`src/rtl/uart_tx_queue.sv`:
```
// Byte queue with launch FSM feeding a UART transmitter: buffers 9-bit {parity, byte} entries and
// hands them out one at a time. Optional `UART_TXQ_FLUSH_EN adds a FLUSH input that clears the FIFO.
module uart_tx_queue #(
    parameter int DEPTH       = 16,
    parameter int AW          = 4,
    parameter int ACK_TIMEOUT = 8
) (
    input  logic          CLK,
    input  logic          RST,
    input  logic          WR_EN,
    input  logic [7:0]    WR_DATA,
    input  logic          PAR_CFG,
`ifdef UART_TXQ_FLUSH_EN
    input  logic          FLUSH,
`endif
    output logic          FULL,
    output logic          EMPTY,
    output logic [AW:0]   COUNT,
    input  logic          busy,
    output logic          transmit,
    output logic [7:0]    TX_DATA,
    output logic          par_EN,
    output logic          TX_DROP
);

    localparam int TW = $clog2(ACK_TIMEOUT) + 1;
    localparam logic [TW-1:0] T_LAST = TW'(ACK_TIMEOUT - 1);

    typedef enum logic [1:0] {IDLE, LAUNCH, WAIT_ACK, WAIT_DONE} state_t;

    state_t         state, nxt;
    logic [8:0]     mem [DEPTH];
    logic [AW-1:0]  wr_ptr, rd_ptr;
    logic [AW:0]    count;
    logic [TW-1:0]  timer, timer_d;
    logic           push, pop, flush;
    logic           transmit_d, drop_d;

`ifdef UART_TXQ_FLUSH_EN
    assign flush = FLUSH;
`else
    assign flush = 1'b0;
`endif

    assign COUNT = count;
    assign EMPTY = (count == '0);
    assign FULL  = (count == (AW+1)'(DEPTH));
    // A push in the same cycle as a flush is discarded along with the old contents.
    assign push  = WR_EN && !FULL && !flush;

    always_ff @(posedge CLK) begin
        if (push)
            mem[wr_ptr] <= {PAR_CFG, WR_DATA};
    end

    always_ff @(posedge CLK) begin
        if (RST || flush) begin
            wr_ptr <= '0;
            rd_ptr <= '0;
            count  <= '0;
        end else begin
            if (push) wr_ptr <= wr_ptr + 1'b1;
            if (pop)  rd_ptr <= rd_ptr + 1'b1;
            case ({push, pop})
                2'b10:   count <= count + 1'b1;
                2'b01:   count <= count - 1'b1;
                default: count <= count;
            endcase
        end
    end

    // State register; launch outputs are registered alongside it.
    always_ff @(posedge CLK) begin
        if (RST) begin
            state    <= IDLE;
            transmit <= 1'b0;
            TX_DROP  <= 1'b0;
            timer    <= '0;
            TX_DATA  <= '0;
            par_EN   <= 1'b0;
        end else begin
            state    <= nxt;
            transmit <= transmit_d;
            TX_DROP  <= drop_d;
            timer    <= timer_d;
            if (pop)
                {par_EN, TX_DATA} <= mem[rd_ptr];
        end
    end

    always_comb begin
        nxt = state;
        case (state)
            IDLE:      if (!EMPTY && !busy) nxt = LAUNCH;
            LAUNCH:    nxt = WAIT_ACK;
            WAIT_ACK:  if (busy) nxt = WAIT_DONE;
                       else if (timer == T_LAST) nxt = IDLE;
            WAIT_DONE: if (!busy) nxt = IDLE;
            default:   nxt = IDLE;
        endcase
    end

    always_comb begin
        pop        = 1'b0;
        transmit_d = 1'b0;
        drop_d     = 1'b0;
        timer_d    = timer;
        case (state)
            IDLE: begin
                pop        = !EMPTY && !busy;
                transmit_d = pop;
            end
            LAUNCH:   timer_d = '0;
            WAIT_ACK: if (!busy) begin
                if (timer == T_LAST) drop_d = 1'b1;
                else                 timer_d = timer + 1'b1;
            end
            default: ;
        endcase
    end

endmodule
```
`config.mk`:
```
export PLATFORM = sky130hd
export DESIGN_NAME = uart_tx_queue
export DESIGN_NICKNAME = d
export VERILOG_FILES = /design/src/rtl/uart_tx_queue.sv
export SDC_FILE = /design/constraint.sdc
export NUM_CORES = 1
export LEC_CHECK = 0
export ABC_AREA = 1
export CAP_MARGIN = 10
export CORE_AREA = 10 10 130 132
export CTS_CLUSTER_SIZE = 12
export DETAILED_ROUTE_END_ITERATION = 8
export DIE_AREA = 0 0 140 142
export PLACE_DENSITY = 0.72
export SLEW_MARGIN = 20
export SYNTH_ARGS = -nofsm -noshare
export SYNTH_HDL_FRONTEND = slang
export SYNTH_SLANG_ARGS = --single-unit
export TNS_END_PERCENT = 20
```
`constraint.sdc`:
```
create_clock -name CLK -period 6.2 [get_ports CLK]
set_clock_uncertainty 0.1 [all_clocks]
set_input_delay 1.24 -clock CLK [delete_from_list [all_inputs] [get_ports CLK]]
set_output_delay 1.24 -clock CLK [all_outputs]
set_load 0.05 [all_outputs]
```
==> key figures <==
Finish
  • ANT cells: 0
  • Share of cells above drive strength 1: 5.70%
  • Most common cell after layout, fill and taps aside: nand2_1
  • Commonest cells after routing, fill and taps aside: 251 x nand2_1, 144 x edfxtp_1, 107 x nand3_1
  • Synthesis-to-layout area growth: 12.5%
  • Final Cell Area: 8640 um2
  • Nets: 818

CTS
  • Worst-skew pair later-pin latency: 430 ps
  • Post-cts resize count: 0
  • Num CTS Buffers: 17
  • Clk Tree Root Cell: clkbuf_16
  • Cts hold-fix bufs: 0
  • Max H-tree Level: 4
  • CTS tree: done
  • Buffer count from post-CTS setup fixing: 0
  • Clock Tree Buf Depth: 2
  • Reg clk slew, reported paths: 60 ps
  • CTS Sinks: 174

Synthesis
  • Mean Syn Cell Area: 9.92 um2
  • Post-synth EDFFs: 144
  • Syn_nets: 798
  • Syn Inst Count: 774
  • Top cell type's share of synthesized area: 56.3%
  • Top cells by area, synth: edfxtp_1 56%, nand2_1 12%, dfxtp_1 7.8%
  • Fraction of registers with async set/reset: 0%
  • Sequential share of the synthesized area: 64.1%
  • Cell taking the most area after synthesis: edfxtp_1
  • Number of synthesis warnings: 0
  • Synthesized cell area: 7680 um2
  • Library cells used by synthesis: 30
  • Yosys reg bits: 174
  • Top_reg_cell synth: edfxtp_1

Timing
  • Worst Tran Pin Value: 929 ps
  • Setup violations, final: 0
  • Unrepaired setup endpoints after global routing: false
  • Fin crit share: 54.6%
  • Final Hold Vio Count: 0
  • Fin worst setup slack: 2810 ps
  • Setup TNS after final layout: 0 ps
  • Final slew viol count: 0
  • Slew Limit Headroom: 37.9%
  • Minimum clock period: 3390 ps
  • Max Fclk: 295 MHz

Power
  • Peak supply drop: 0.257 mV
  • Leak: 3.62 nW
  • Clock power share: 31.8%
  • Design Power: 3.76 mW
  • Flop pwr share: 37.2%
  • Comb power frac: 31.0%
  • Sw frac: 34.8%
  • Internal power: 2.45 mW
  • Pwr dens: 435 nW/um2
  • Sw Pwr: 1.31 mW

GRT
  • Grt ovf: 0
  • Pin count of the biggest net entering global routing: 76
  • Initial antenna violation count: 0
  • Vias in the first global route: 5235
  • First-pass GRT wire length: 27600 um
  • All-Layer GR Usage: 17.9%

Worst setup path
  • R2r worst-path depth: 11
  • Critical R2R Capture: TX_DATA[6]
  • Crit path launch: COUNT[1]
  • CP arrival: 2050 ps
  • Critical Path RT: 4860 ps
  • Kind of critical path: reg2out
  • FF-to-FF setup slack: 3530 ps
  • Critical path fanouts, max: 5
  • Worst r2r src: rd_ptr[0]
  • Crit. End Element: primary output
  • Crit start category: flop
  • Worst setup path endpoint: EMPTY

Floorplan
  • Die area: 19900 um2
  • Row count: 44
  • Ports: 31
  • Core Area: 14300 um2
  • Initial core utilization: 53.7%
  • Die Y: 142 um
  • DIE WIDTH: 140 um

Run
  • Max-cap violations: 0

Placement
  • DP Worst Slack: 2550 ps
  • DPL Wire Length: 11000 um
  • Port bufs: 30
  • GPL Wtd Cong: 0.897
  • Placed Area: 7970 um2

Detailed routing
  • Via-to-Cell Ratio: 5.38
  • WL/cell: 17.6 um
  • Routed WL: 17500 um
  • Post-route ant nets: 0
  • DRC: 0
  • Pre-Repair DR Iteration Count: 5
  • Routed vias: 5335
  • Detailed Route Iter0 Violations: 573

Worst hold path
  • Worst hold path type: reg2reg

Status
  • Outcome: finished, final reports clean
[layer usage]
| layer | GRT usage [%] | up-vias | routed length, um |
|---|---|---|---|
| met5 | 0 | - | 0 |
| met4 | 9.02 | 0 | 543 |
| met3 | 3.57 | 45 | 1210 |
| met2 | 29.8 | 210 | 8660 |
| met1 | 21.8 | 2533 | 7070 |
| li1 | - | 2547 | - |
[registers in the layout, indices dropped and copies added (netlist names), 2 cells and up]
register  cells
COUNT         5
TX_DATA       8
mem         144
rd_ptr        4
state         2
timer         4
wr_ptr        4
[cell families (layout without fill, tap and decap cells)]
| group | count (synthesis) | in the layout | share of synthesized area [%] |
|---|---|---|---|
| and+or+nand+nor | 410 | 410 | 22.3 |
| AOI/OAI and AO/OA | 31 | 31 | 2.09 |
| DFF | 174 | 174 | 64.1 |
| xor gates and xnor gates | 8 | 8 | 0.912 |
| buffers and inverters | 140 | 173 | 8.73 |
| adders and majority gates | 11 | 11 | 1.89 |
[power by group through the flow]
stage / clock network (mW) / logic, mW / registers, mW
2_1_floorplan: 0 / 0.748 / 1.55
3_3_place_gp: 0 / 1.12 / 1.42
3_5_place_dp: 0 / 1.14 / 1.42
4_1_cts: 1.21 / 1.15 / 1.40
5_1_grt: 1.26 / 1.27 / 1.41
6_report: 1.20 / 1.17 / 1.40
[through the flow]
| stage | instances | util, % | hold WS (ps) |
|---|---|---|---|
| detailed placement | 959 | 55.7 | 362 |
| CTS | 991 | 60.4 | 370 |
| global route | 991 | 60.4 | 394 |
| finish | 991 | 60.4 | 367 |
| global placement | 959 | 55.7 | 357 |
| floorplan | 774 | - | 339 |
[final cells by class]
class,instances,area [um2]
fill,1156,5670
sequential,174,4930
multi-input combinational,460,2080
clock buffer,21,460
inverter,108,408
timing repair buffer,33,323
tap,184,230
clock inverter,11,211
[worst min-delay path by stage]
| stage | slack, ps | to | cells after the start | from |
|---|---|---|---|---|
| 2_1_floorplan | 340 | timer[3] | 2 | timer[3] |
| 3_3_place_gp | 360 | timer[3] | 2 | timer[3] |
| 3_5_place_dp | 360 | timer[3] | 2 | timer[3] |
| 4_1_cts | 370 | timer[3] | 2 | timer[3] |
| 5_1_grt | 390 | timer[3] | 2 | timer[3] |
| 6_report | 370 | timer[3] | 2 | timer[3] |
[worst max-delay path: stages, from the launching register on]
cell             delay [ps]
dfxtp_1                 380
nor2_2                  160
nand4_2                 150
inv_1                   120
clkdlybuf4s50_1         810
[cells in the mapped netlist, drive strengths merged, types with 4 or more instances]
| cell type | number |
|---|---|
| a21oi | 20 |
| buf | 28 |
| clkbuf | 4 |
| dfxtp | 30 |
| edfxtp | 144 |
| ha | 10 |
| inv | 106 |
| nand2 | 254 |
| nand3 | 107 |
| nor2 | 44 |
| o21ai | 10 |
| xor2 | 6 |
Power figures use the tool's default switching activity.
